[src/rtl/norm_sched.sv]
// norm_sched -- frame sequencer wrapped around the 2-stage Normalization pipeline.
//
// Moves one frame of signed filter results through Normalization (A -> temp -> out).
// It tracks a valid bit for each pipeline stage, drives the pipeline stall, and
// presents valid/ready handshakes on both the upstream and downstream sides.
// It also counts pixels and pulses frame_done when the frame is complete.
//
// Optional feature: define NORM_STATS_EN to add per-frame running min/max outputs.
//
// Ports:
//   clk, reset            rising-edge clock; asynchronous active-high reset
//   start, abort          frame start request (accepted only in IDLE); synchronous abort
//   in_valid/in_ready     upstream handshake; in_data is the signed sample
//   norm_a, norm_stall    drive Normalization.A and Normalization.stall
//   norm_out              result from Normalization.out
//   out_valid/out_ready   downstream handshake; out_data = norm_out
//   busy                  high while in RUN or DRAIN
//   frame_done            1-cycle pulse after the last output handshake
//   pix_count             output handshakes completed in the current frame
//   stat_min, stat_max    (NORM_STATS_EN only) running min/max of accepted samples
module norm_sched #(
  parameter int DATA_W       = 22,
  parameter int OUT_W        = 30,
  parameter int FRAME_PIXELS = 65536,
  parameter int CNT_W        = 17
) (
  input  logic                     clk,
  input  logic                     reset,
  input  logic                     start,
  input  logic                     abort,
  input  logic                     in_valid,
  output logic                     in_ready,
  input  logic signed [DATA_W-1:0] in_data,
  output logic signed [DATA_W-1:0] norm_a,
  output logic                     norm_stall,
  input  logic        [OUT_W-1:0]  norm_out,
  output logic                     out_valid,
  input  logic                     out_ready,
  output logic        [OUT_W-1:0]  out_data,
  output logic                     busy,
  output logic                     frame_done,
  output logic        [CNT_W-1:0]  pix_count
`ifdef NORM_STATS_EN
  ,
  output logic signed [DATA_W-1:0] stat_min,
  output logic signed [DATA_W-1:0] stat_max
`endif
);

  localparam logic [CNT_W-1:0] FRAME_CNT = CNT_W'(FRAME_PIXELS);
  localparam logic [CNT_W-1:0] LAST_IDX  = CNT_W'(FRAME_PIXELS - 1);

  typedef enum logic [1:0] {S_IDLE, S_RUN, S_DRAIN, S_DONE} state_t;

  state_t           state, state_next;
  logic [1:0]       v;        // v[0] tags Normalization.temp, v[1] tags Normalization.out
  logic [CNT_W-1:0] acc_cnt;
  logic             advance;
  logic             in_hs;
  logic             out_hs;
  logic             start_frame;

  assign norm_a    = in_data;
  assign out_data  = norm_out;
  assign out_valid = v[1];

  always_comb begin
    state_next  = state;
    busy        = 1'b0;
    frame_done  = 1'b0;
    in_ready    = 1'b0;
    norm_stall  = 1'b1;
    // The pipeline moves unless a finished result is waiting on downstream.
    advance     = ~(v[1] & ~out_ready);
    start_frame = (state == S_IDLE) & start & ~abort;

    case (state)
      S_RUN: begin
        busy       = 1'b1;
        norm_stall = ~advance;
        in_ready   = advance & (acc_cnt < FRAME_CNT);
      end
      S_DRAIN: begin
        busy       = 1'b1;
        norm_stall = ~advance;
      end
      S_DONE:  frame_done = 1'b1;
      default: ;
    endcase

    in_hs  = in_valid & in_ready;
    out_hs = v[1] & out_ready;

    case (state)
      S_IDLE:  if (start) state_next = S_RUN;
      S_RUN:   if (in_hs && acc_cnt == LAST_IDX) state_next = S_DRAIN;
      S_DRAIN: if (out_hs && pix_count == LAST_IDX) state_next = S_DONE;
      S_DONE:  state_next = S_IDLE;
      default: state_next = S_IDLE;
    endcase

    if (abort) state_next = S_IDLE;
  end

  always_ff @(posedge clk or posedge reset) begin
    if (reset) state <= S_IDLE;
    else       state <= state_next;
  end

  // Abort discards whatever Normalization holds by dropping the stage tags.
  always_ff @(posedge clk or posedge reset) begin
    if (reset) begin
      v <= '0;
    end else if (abort) begin
      v <= '0;
    end else if (advance) begin
      v[1] <= v[0];
      v[0] <= in_hs;
    end
  end

  always_ff @(posedge clk or posedge reset) begin
    if (reset) begin
      acc_cnt   <= '0;
      pix_count <= '0;
    end else if (abort || start_frame) begin
      acc_cnt   <= '0;
      pix_count <= '0;
    end else begin
      if (in_hs)  acc_cnt   <= acc_cnt + CNT_W'(1);
      if (out_hs) pix_count <= pix_count + CNT_W'(1);
    end
  end

`ifdef NORM_STATS_EN
  // acc_cnt==0 marks the first accepted sample of a frame; values persist
  // after DONE until the next frame's first sample reloads them.
  always_ff @(posedge clk or posedge reset) begin
    if (reset) begin
      stat_min <= '0;
      stat_max <= '0;
    end else if (in_hs) begin
      if (acc_cnt == '0) begin
        stat_min <= in_data;
        stat_max <= in_data;
      end else begin
        if (in_data < stat_min) stat_min <= in_data;
        if (in_data > stat_max) stat_max <= in_data;
      end
    end
  end
`endif

endmodule

[config.mk]
export PLATFORM = sky130hd
export DESIGN_NAME = norm_sched
export DESIGN_NICKNAME = d
export VERILOG_FILES = /design/src/rtl/norm_sched.sv
export SDC_FILE = /design/constraint.sdc
export NUM_CORES = 1
export LEC_CHECK = 0
export BUFFER_PORTS_ARGS = -buffer_cell sky130_fd_sc_hd__buf_2
export CAP_MARGIN = 5
export CORE_ASPECT_RATIO = 0.9
export CORE_MARGIN = 4
export CORE_UTILIZATION = 45
export DETAILED_ROUTE_END_ITERATION = 12
export PLACE_DENSITY_LB_ADDON = 0.2
export SETUP_SLACK_MARGIN = 0.3
export SLEW_MARGIN = 20
export SYNTH_ARGS = -nofsm -noshare
export SYNTH_HDL_FRONTEND = slang
export SYNTH_SLANG_ARGS = --single-unit
[constraint.sdc]
create_clock -name clk -period 3.5 [get_ports clk]
set_clock_uncertainty 0.15 [all_clocks]
set_input_delay 0.35 -clock clk [delete_from_list [all_inputs] [get_ports clk]]
set_output_delay 0.35 -clock clk [all_outputs]
set_load 0.005 [all_outputs]
==> results of run 1 <==
flip-flops by register name, summed over array words and instances, names as in the netlist:
name,cells
v,2
pix_count,17
acc_cnt,17
state,2
cells in the mapped netlist:
cell	number	area share, %
and2_1	1	0.25
a311oi_1	1	0.35
nor2b_1	2	0.50
xnor2_1	8	2.8
nor4_1	4	1.0
or3_2	1	0.30
clkbuf_2	1	0.20
a21o_1	1	0.30
and4_1	3	1.1
inv_1	10	1.5
nand2_1	15	2.3
and2b_1	1	0.30
or3_1	6	1.5
clkbuf_1	2	0.30
ha_1	8	4.0
and3_1	6	1.5
a31oi_1	1	0.25
o21a_1	1	0.30
buf_1	1	0.15
nor4b_1	1	0.35
nand4b_1	2	0.71
o21ai_0	10	2.0
a221o_1	1	0.40
buf_2	1	0.20
nor3_1	5	1.0
or4_1	1	0.30
mux2i_1	3	1.2
o41ai_1	2	0.71
nand4_1	9	2.3
a21oi_1	17	3.4
nand4_2	3	1.5
buf_4	53	16
o31ai_1	1	0.30
nor2_1	26	3.9
xor2_1	9	3.2
or4_4	1	0.45
dfrtp_1	38	38
or3b_2	2	0.71
nand2b_1	4	1.0
and4_2	1	0.40
nand3_1	13	2.6
metrics by stage:
step	power, mW	utilization, %	area, um^2	worst slack, ns
after detailed placement	0.718	43.3	2290	0.783
after floorplan	0.690	-	2480	0.971
after global placement	0.716	43.3	2290	0.875
after global routing	1.06	44.8	2370	0.593
final	0.994	44.8	2370	0.772
after CTS	1.01	44.8	2370	0.763
power by group through the flow:
| stage | clock network, mW | registers, mW | logic, mW |
|---|---|---|---|
| after floorplan | 0 | 0.473 | 0.217 |
| after global placement | 0 | 0.479 | 0.237 |
| after detailed placement | 0 | 0.479 | 0.239 |
| after CTS | 0.299 | 0.470 | 0.239 |
| after global routing | 0.316 | 0.473 | 0.270 |
| final | 0.290 | 0.470 | 0.233 |
kinds of logic after synthesis:
logic type	Yosys count	synth area share (%)
AO/OA/AOI/OAI	35	8.07
XOR/XNOR	17	6.00
adder cells (fa/ha/maj)	8	4.03
buffers and inverters	68	18.4
flip-flops	38	38.3
multiplexers	3	1.21
AND/OR/NAND/NOR	107	24.0
cell type report:
type / instances / share of cell area (%)
Clock buffer: 7 / 3.23
Multi-Input combinational cell: 170 / 45.4
Timing Repair Buffer: 28 / 6.03
Tap cell: 67 / 3.54
Sequential cell: 38 / 40.2
Inverter: 10 / 1.59
metal layers:
layer / up-vias / part of all wire [%] / global-route usage (%)
li1: 855 / - / -
met1: 834 / 49 / 20.2
met2: 48 / 43 / 23.1
met3: 22 / 6.7 / 4.83
met4: 0 / 1.7 / 5.14
met5: - / 0 / 0
critical path, stage by stage (launching register included):
cell	delay (ns)
dfrtp_1	0.48
nand4_2	0.20
or4_4	0.56
nor2_1	0.13
ha_1	0.15
nand3_1	0.08
a221o_1	0.35
or3b_2	0.45
a21oi_1	0.12
worst paths after layout:
path	startpoint	end	slack, ns	depth (start not counted)
max in group asynchronous	reset	acc_cnt[9]	2.84	3
hold reg to reg	v[0]	v[1]	0.35	2
min in group clk	abort	state[1]	0.15	2
setup / recovery	pix_count[6]	state[1]	0.77	8
setup reg to reg	pix_count[6]	state[1]	0.77	8
hold / removal	reset	pix_count[4]	0.02	3
==> metrics.md, run 1 <==
| Metric | Value |
|---|---|
| Post-route ant nets | 0 |
| CTS tree | yes |
| Clk sinks | 38 |
| Fin cells | 320 |
| Synth Instances | 276 |
| Ratio of final minimum period to clock period | 77.9% |
| Count of TritonRoute iterations in the first routing pass | 4 |
| Core Region | 5290 um^2 |
| CP startpoint kind | register |
| Minimum clock period | 2.73 ns |
| Clock latency on the worst-skew pair | 0.29 ns |
| Antenna violations before repair | 0 |
| Final Hold Fails | 0 |
| Hold_ws | 0.0203 ns |
| Clock share of power | 29.2% |
| Clk slew on worst S/H paths | 0.08 ns |
| Fmax | 367 MHz |
| Initial Util | 47.0% |
| Area of the multi-input gates | 1070 um^2 |
| Synthesis-stage register bit count | 38 |
| Share of layout cells above drive strength 1 | 16.2% |
| Post-CTS Setup Inserts | 0 |
| Hpwl dp | 3450 um |
| I/O pin cnt | 132 |
| All-Layer GR Usage | 15.2% |
| Min-Delay Path Class | in2async |
| Row cnt | 25 |
| Via/cell ratio | 5.50 |
| Crit Path Class | reg2reg |
| Most frequent cells in the layout | dfrtp_1, buf_2, nor2_1 |
| Area growth syn-to-layout | -4.69% |
| Cts repair resizes | 0 |
| # H-tree levels | 2 |
| PortBufs | 27 |
| GRT overflow | 0 |
| Drt wl/cell | 15.3 um |
| DR DRC count | 0 |
| Gp weighted congestion | 0.720 |
| Placed insts | 313 |
| Outcome | completed |
| Critical path required time | 3.57 ns |
| Combinational share of power | 23.5% |
| # hold bufs at CTS | 0 |
| Die H | 78.5 um |
| Synth Net Count | 342 |
| Flop pwr share | 47.3% |
| Via count | 1759 |
| First-pass GRT wire length | 8400 um |
| Final Net Count | 319 |
| Max cap viols | 0 |
| Largest net degree at the start of global routing | 39 |
| Post-synthesis sequential area ratio | 38.3% |
| DRT Wirelength | 4900 um |
| Max Slew Vio Count | 0 |
| # diodes | 0 |
| Synth warn | 0 |
| Setup TNS | 0 ns |
| Fillers | 538 |
| Peak supply drop | 0.000230 V |
| DR iter-0 viols | 57 |
| Total CTS buffers | 5 |
| Commonest non-fill, non-tap cell in the layout | dfrtp_1 |
| Root Driver | clkbuf_8 |
| Width of the die | 86.3 um |
| Lkg Pwr | 1.06 nW |
| Die ar. | 6770 um^2 |
| Worst Max-Slew Pin Slew | 1.02 ns |
| Slew HR | 31.8% |
| Cell area after synthesis | 2480 um^2 |
| Power Dens Cells | 420 nW/um^2 |
| Vias in the first global route | 1717 |
| Internal power | 0.680 mW |
| P_sw | 0.314 mW |
| Worst setup EP type | register |
| CP arrival | 2.80 ns |
| Worst-path fanout max | 8 |
| Setup Viol. Count Final | 0 |
| Syn_area_per_cell | 8.99 um^2 |
| RSZ-0062 raised after global routing | no |
| Distinct cells, synth | 41 |
| Max Buffers Root-to-Sink | 2 |
| Sw frac | 31.6% |
| Seq. cell area | 951 um^2 |
Note: power is estimated with default switching activity, not from simulation.
==> run 2, diff against run 1 <==
Settings changed: CORE_UTILIZATION 45 to 41.
Clock period 3.5 ns to 2.4 ns, I/O delays scaled along.
==> run 2 against run 1 <==
Against the previous run: the run now ends with negative setup slack left; non-clock buffer count up 27; hold slack gained 0.0012 ns; count of clock-buffer cells in the layout unchanged; die area increased by 8.8%; via count increased by 4.0%; register-to-register slack got worse by 0.79 ns; sequential share of layout area shrank 4.2 points; setup slack got worse by 0.79 ns; core utilization is 0.83 points higher; cell count grew 9.7%; critical endpoint unchanged; largest cell class unchanged; highest routed layer unchanged.
==> metrics.md, run 2 (synthesis gave the netlist of run 1 again) <==
| Metric | Value |
|---|---|
| Worst-path fanout max | 4 (-4) |
| Top flop regs | acc_cnt x17, pix_count x17 |
| CTS tree | yes |
| Max cap viols | 0 (unchanged) |
| Area growth syn-to-layout | 6.35% |
| Antenna violations before repair | 0 (unchanged) |
| Count of TritonRoute iterations in the first routing pass | 4 (unchanged) |
| # diodes | 0 (unchanged) |
| Final Net Count | 346 (+8.5%) |
| Max Buffers Root-to-Sink | 2 (unchanged) |
| Die H | 81.8 um (+4.3%) |
| Reg2Reg Setup Slack | -0.02 ns (-0.79 ns) |
| Cells on worst reg2reg path | 8 (unchanged) |
| Row cnt | 26 (+4.0%) |
| Clk sinks | 38 (unchanged) |
| Clk slew on worst S/H paths | 0.08 ns (about the same) |
| Lkg Pwr | 1.19 nW (+12%) |
| Via/cell ratio | 5.21 (-5.2%) |
| Drt wl/cell | 14.4 um (-5.6%) |
| Global-route track usage on met3 | 3.94% (-0.89 points) |
| GRT overflow | 0 (unchanged) |
| Fin cells | 351 (+9.7%) |
| Busiest grt layer | met2 |
| Die ar. | 7370 um^2 (+8.8%) |
| Crit Path Class | reg2reg |
| Initial Util | 42.9% (-4.1 points) |
| Total CTS buffers | 5 (unchanged) |
| Most frequent cells in the layout | dfrtp_1, buf_2, buf_4 |
| First-pass GRT wire length | 8710 um (+3.7%) |
| Post-Layout Inst Area | 2640 um^2 (+12%) |
| Setup TNS | -0.0212 ns (-0.0212 ns) |
| PortBufs | 27 (unchanged) |
| Worst Setup Slack, final | -0.0212 ns (-0.793 ns) |
| Placed inst area | 2470 um^2 (+8.0%) |
| I/O pin cnt | 132 (unchanged) |
| Global Route met2 Usage | 22.4% (-0.74 points) |
| Critical path required time | 2.47 ns (-1.10 ns) |
| Outcome | complete, but fails checks |
| Slew HR | 68.0% (+36 points) |
| DR DRC count | 0 (unchanged) |
| RSZ-0062 raised after global routing | yes |
| Fmax | 413 MHz (+13%) |
| Met1 GRT Util | 20.0% (-0.28 points) |
| Hpwl dp | 3680 um (+6.8%) |
| Reg-to-reg endpoint | state[1] |
| Power Dens Cells | 579 nW/um^2 (+38%) |
| Worst setup EP type | register |
| Vias in the first global route | 1763 (+2.7%) |
| Ratio of final minimum period to clock period | 101% (+23 points) |
| Min-Delay Path Class | in2reg |
| Largest net degree at the start of global routing | 39 (unchanged) |
| DR iter-0 viols | 100 (+75%) |
| Max Slew Vio Count | 0 (unchanged) |
| Setup Viol. Count Final | 1 (+1) |
| Via count | 1830 (+4.0%) |
| Minimum clock period | 2.42 ns (-0.307 ns) |
| Clock latency on the worst-skew pair | 0.29 ns (about the same) |
| Post-route ant nets | 0 (unchanged) |
| DRT Wirelength | 5070 um (+3.5%) |
| CP arrival | 2.50 ns (-0.30 ns) |
| # H-tree levels | 2 (unchanged) |
| Peak supply drop | 0.000185 V (-19%) |
| Crit path from | pix_count[9] |
| Final Power | 1.53 mW (+54%) |
| Share of layout cells above drive strength 1 | 26.7% (+10 points) |
| Worst Max-Slew Pin Slew | 0.479 ns (-0.544 ns) |
| All-Layer GR Usage | 14.6% (-0.59 points) |
| Core Region | 5790 um^2 (+9.5%) |
| Root Driver | clkbuf_8 |
| Gp weighted congestion | 0.800 (+11%) |
| Width of the die | 90.0 um (+4.3%) |
| Placed insts | 339 (+8.3%) |
| CP startpoint kind | register |
| Final Hold Fails | 0 (unchanged) |
| R2R Path Start | pix_count[9] |
| Commonest non-fill, non-tap cell in the layout | dfrtp_1 |
| Violated checks | negative setup slack |
| Worst Setup EP | state[1] |
==> run 2: how the worst min path moves through the flow <==
| stage | startpoint | to | slack, ns | depth (start not counted) |
|---|---|---|---|---|
| 2_1_floorplan | abort | state[0] | 0.15 | 1 |
| 3_3_place_gp | reset | acc_cnt[7] | 0.24 | 3 |
| 3_5_place_dp | reset | acc_cnt[7] | 0.24 | 3 |
| 4_1_cts | abort | state[1] | 0.01 | 2 |
| 5_1_grt | abort | state[1] | 0.03 | 2 |
| 6_report | abort | state[1] | 0.02 | 2 |
==> run 2: area by class of cell <==
class / instances / area, um^2
multi-input cells: 170 / 1110
fillers: 573 / 3150
well taps: 70 / 87.6
repair buffers: 55 / 360
clock inverters: 1 / 5.00
clock buffers: 7 / 86.3
inverters: 10 / 37.5
flip-flops and latches: 38 / 951
==> run 2: critical path, stage by stage (launching register included) <==
cell,delay [ns]
dfrtp_1,0.36
nand4_2,0.12
or4_4,0.56
nor2_4,0.09
ha_2,0.17
nand3_2,0.06
a221o_1,0.34
or3b_4,0.38
a21oi_2,0.13
==> run 2: report_power, final <==
part	internal, mW	total, mW	switching, mW
combinational	0.160	0.383	0.223
sequential	0.661	0.689	0.0278
clock	0.232	0.456	0.224
total	1.05	1.53	0.474
==> run 2: layer usage <==
metal | part of all wire [%] | vias to the layer above
met5 | 0 | -
met1 | 51 | 867
met3 | 5.7 | 12
met4 | 0.91 | 0
met2 | 42 | 37
li1 | - | 914
==> run 2: timing repair <==
| item | in CTS | in global routing |
|---|---|---|
| pin swaps | 4 | 3 |
| hold endpoints to repair | 38 | 0 |
| endpoints found under the setup margin | 2 | 5 |
| hold buffers | 1 | 0 |
| setup buffers | 1 | 2 |
| cloned | 0 | 0 |
| resized for setup | 1 | 5 |
==> run 2: per-stage QoR <==
| step | setup slack [ns] | util (%) | hold slack [ns] |
|---|---|---|---|
| after floorplan | -0.113 | - | 0.153 |
| after global placement | -0.0465 | 42.7 | 0.243 |
| after detailed placement | -0.0671 | 42.7 | 0.238 |
| after CTS | -0.0261 | 44.7 | 0.0146 |
| after global routing | -0.135 | 45.6 | 0.0300 |
| final | -0.0212 | 45.6 | 0.0215 |
==> run 3, diff against run 2 <==
Settings changed: CORE_UTILIZATION 41 to 49.
Clock period 2.4 ns to 2.9 ns, I/O delays scaled along.
==> run 3 against run 2 <==
Against the previous run: the run now ends clean; clock power fell by 3%; sequential share of layout area is 2.7 points higher; die area shrank 15%; non-clock buffer count is 20 lower; total power down 14%; maximum frequency is 2.5% lower; via count shrank 0.33%; count of clock-buffer cells in the layout unchanged; hold slack better by 0.057 ns; largest cell class unchanged.
==> metrics.md, run 3 (synthesis gave the netlist of run 1 again) <==
| Metric | Value |
|---|---|
| Outcome | completed |
| Share of layout cells above drive strength 1 | 20.7% (-6.0 points) |
| Worst Max-Slew Pin Slew | 0.488 ns (+0.00879 ns) |
| Setup TNS | 0 ns (+0.0212 ns) |
| I/O pin cnt | 132 (unchanged) |
| Final Power | 1.31 mW (-14%) |
| Setup Viol. Count Final | 0 (-1) |
| Max Slew Vio Count | 0 (unchanged) |
| Critical path required time | 2.97 ns (+0.50 ns) |
| Fin cells | 326 (-7.1%) |
| Min-Delay Path Class | in2reg |
| Post-route ant nets | 0 (unchanged) |
| Count of TritonRoute iterations in the first routing pass | 4 (unchanged) |
| DRT Wirelength | 4890 um (-3.5%) |
| PortBufs | 27 (unchanged) |
| All-Layer GR Usage | 16.5% (+1.9 points) |
| Vias in the first global route | 1700 (-3.6%) |
| Hold path start | abort |
| Area growth syn-to-layout | -0.454% |
| Initial Util | 51.0% (+8.2 points) |
| Worst setup EP type | register |
| Crit Path Class | reg2reg |
| Worst-path fanout max | 5 (+1) |
| Slew HR | 67.5% (-0.59 points) |
| Top flop regs | acc_cnt x17, pix_count x17 |
| Peak supply drop | 0.000300 V (+62%) |
| R2R Path Start | pix_count[8] |
| Most frequent cells in the layout | dfrtp_1, buf_2, nor2_1 |
| Fin util | 50.8% (+5.2 points) |
| Met1 Wirelength | 2350 um (-9.1%) |
| Commonest non-fill, non-tap cell in the layout | dfrtp_1 |
| # diodes | 0 (unchanged) |
| Final Net Count | 326 (-5.8%) |
| DR iter-0 viols | 79 (-21%) |
| Hpwl dp | 3420 um (-7.1%) |
| Pre-CTS WS | 0.208 ns (+0.275 ns) |
| Fmax | 403 MHz (-2.5%) |
| Max cap viols | 0 (unchanged) |
| Antenna violations before repair | 0 (unchanged) |
| Cells on worst reg2reg path | 8 (unchanged) |
| Clk sinks | 38 (unchanged) |
| Placed inst area | 2300 um^2 (-6.9%) |
| WL met2 | 2110 um (-1.7%) |
| Die ar. | 6270 um^2 (-15%) |
| Metal3 WL | 322 um (+11%) |
| Minimum clock period | 2.48 ns (+0.0631 ns) |
| Largest net degree at the start of global routing | 39 (unchanged) |
| Via count | 1824 (-0.33%) |
| Drt wl/cell | 15.0 um (+4.0%) |
| Via/cell ratio | 5.60 (+7.3%) |
| Lkg Pwr | 1.11 nW (-6.8%) |
| Clk slew on worst S/H paths | 0.07 ns (about the same) |
| Max Buffers Root-to-Sink | 2 (unchanged) |
| GRT overflow | 0 (unchanged) |
| CP startpoint kind | register |
| Power Dens Cells | 530 nW/um^2 (-8.4%) |
| Row cnt | 24 (-7.7%) |
| Hold_ws | 0.0786 ns (+0.0571 ns) |
| DR DRC count | 0 (unchanged) |
| Total CTS buffers | 5 (unchanged) |
| Clock latency on the worst-skew pair | 0.29 ns (about the same) |
| RSZ-0062 raised after global routing | no |
| Width of the die | 83.0 um (-7.8%) |
| CTS tree | yes |
| Gp weighted congestion | 0.795 (-0.56%) |
| # H-tree levels | 2 (unchanged) |
| Root Driver | clkbuf_8 |
| Core Region | 4860 um^2 (-16%) |
| Hold Path Depth | 2 (unchanged) |
| Post-Layout Inst Area | 2470 um^2 (-6.4%) |
| Max layer used | met4 |
| Placed insts | 313 (-7.7%) |
| Worst Setup Slack, final | 0.416 ns (+0.437 ns) |
| Reg2Reg Setup Slack | 0.42 ns (+0.44 ns) |
| Worst Hold End | state[1] |
| Die H | 75.5 um (-7.7%) |
| Reg-to-reg endpoint | state[1] |
| First-pass GRT wire length | 8260 um (-5.2%) |
| CP arrival | 2.56 ns (+0.06 ns) |
| Ratio of final minimum period to clock period | 85.7% (-15 points) |
| Final Hold Fails | 0 (unchanged) |
[run 3: power breakdown]
group | leakage, nW | total, mW | internal, mW | switching (mW)
logic | 0.538 | 0.299 | 0.119 | 0.179
clock network | 0.0524 | 0.443 | 0.257 | 0.186
registers | 0.523 | 0.567 | 0.547 | 0.0199
total | 1.11 | 1.31 | 0.924 | 0.385
[run 3: how the worst max path moves through the flow]
stage                             from        to  slack [ns]  depth (start not counted)
after floorplan           pix_count[6]  state[1]        0.37                          8
after global placement    pix_count[6]  state[1]        0.28                          8
after detailed placement  pix_count[6]  state[1]        0.21                          8
after CTS                 pix_count[8]  state[1]        0.31                          8
after global routing      pix_count[8]  state[0]        0.31                          8
final                     pix_count[8]  state[1]        0.42                          8
[run 3: worst max-delay path, cell delays in order (launching register included)]
cell and delay (ns):
dfrtp_2 0.40, nand4_4 0.13, or4_4 0.57, nor2_2 0.09, ha_1 0.14, nand3_1 0.07, a221o_1 0.38, or3b_4 0.38
a21oi_2 0.11
[run 3: area by class of cell]
cell class / count / area [um^2]
Clock buffer: 7 / 76.3
Sequential cell: 38 / 956
Inverter: 10 / 37.5
Fill cell: 487 / 2390
Timing Repair Buffer: 35 / 198
Clock inverter: 1 / 30.0
Tap cell: 65 / 81.3
Multi-Input combinational cell: 170 / 1090
[run 3: per-layer routing]
metal,vias up,GRT usage [%]
li1,871,-
met1,871,22.2
met2,67,25.3
met3,15,4.32
met4,0,7.62
met5,-,0
[run 3: timing repair]
action / 4_1_cts / 5_1_grt
gates resized for setup: 3 / 5
setup buffers: 3 / 1
endpoints found under the setup margin: 2 / 2
pin swaps: 0 / 4
endpoints found under the hold margin: 38 / 0
hold buffers: 1 / 0
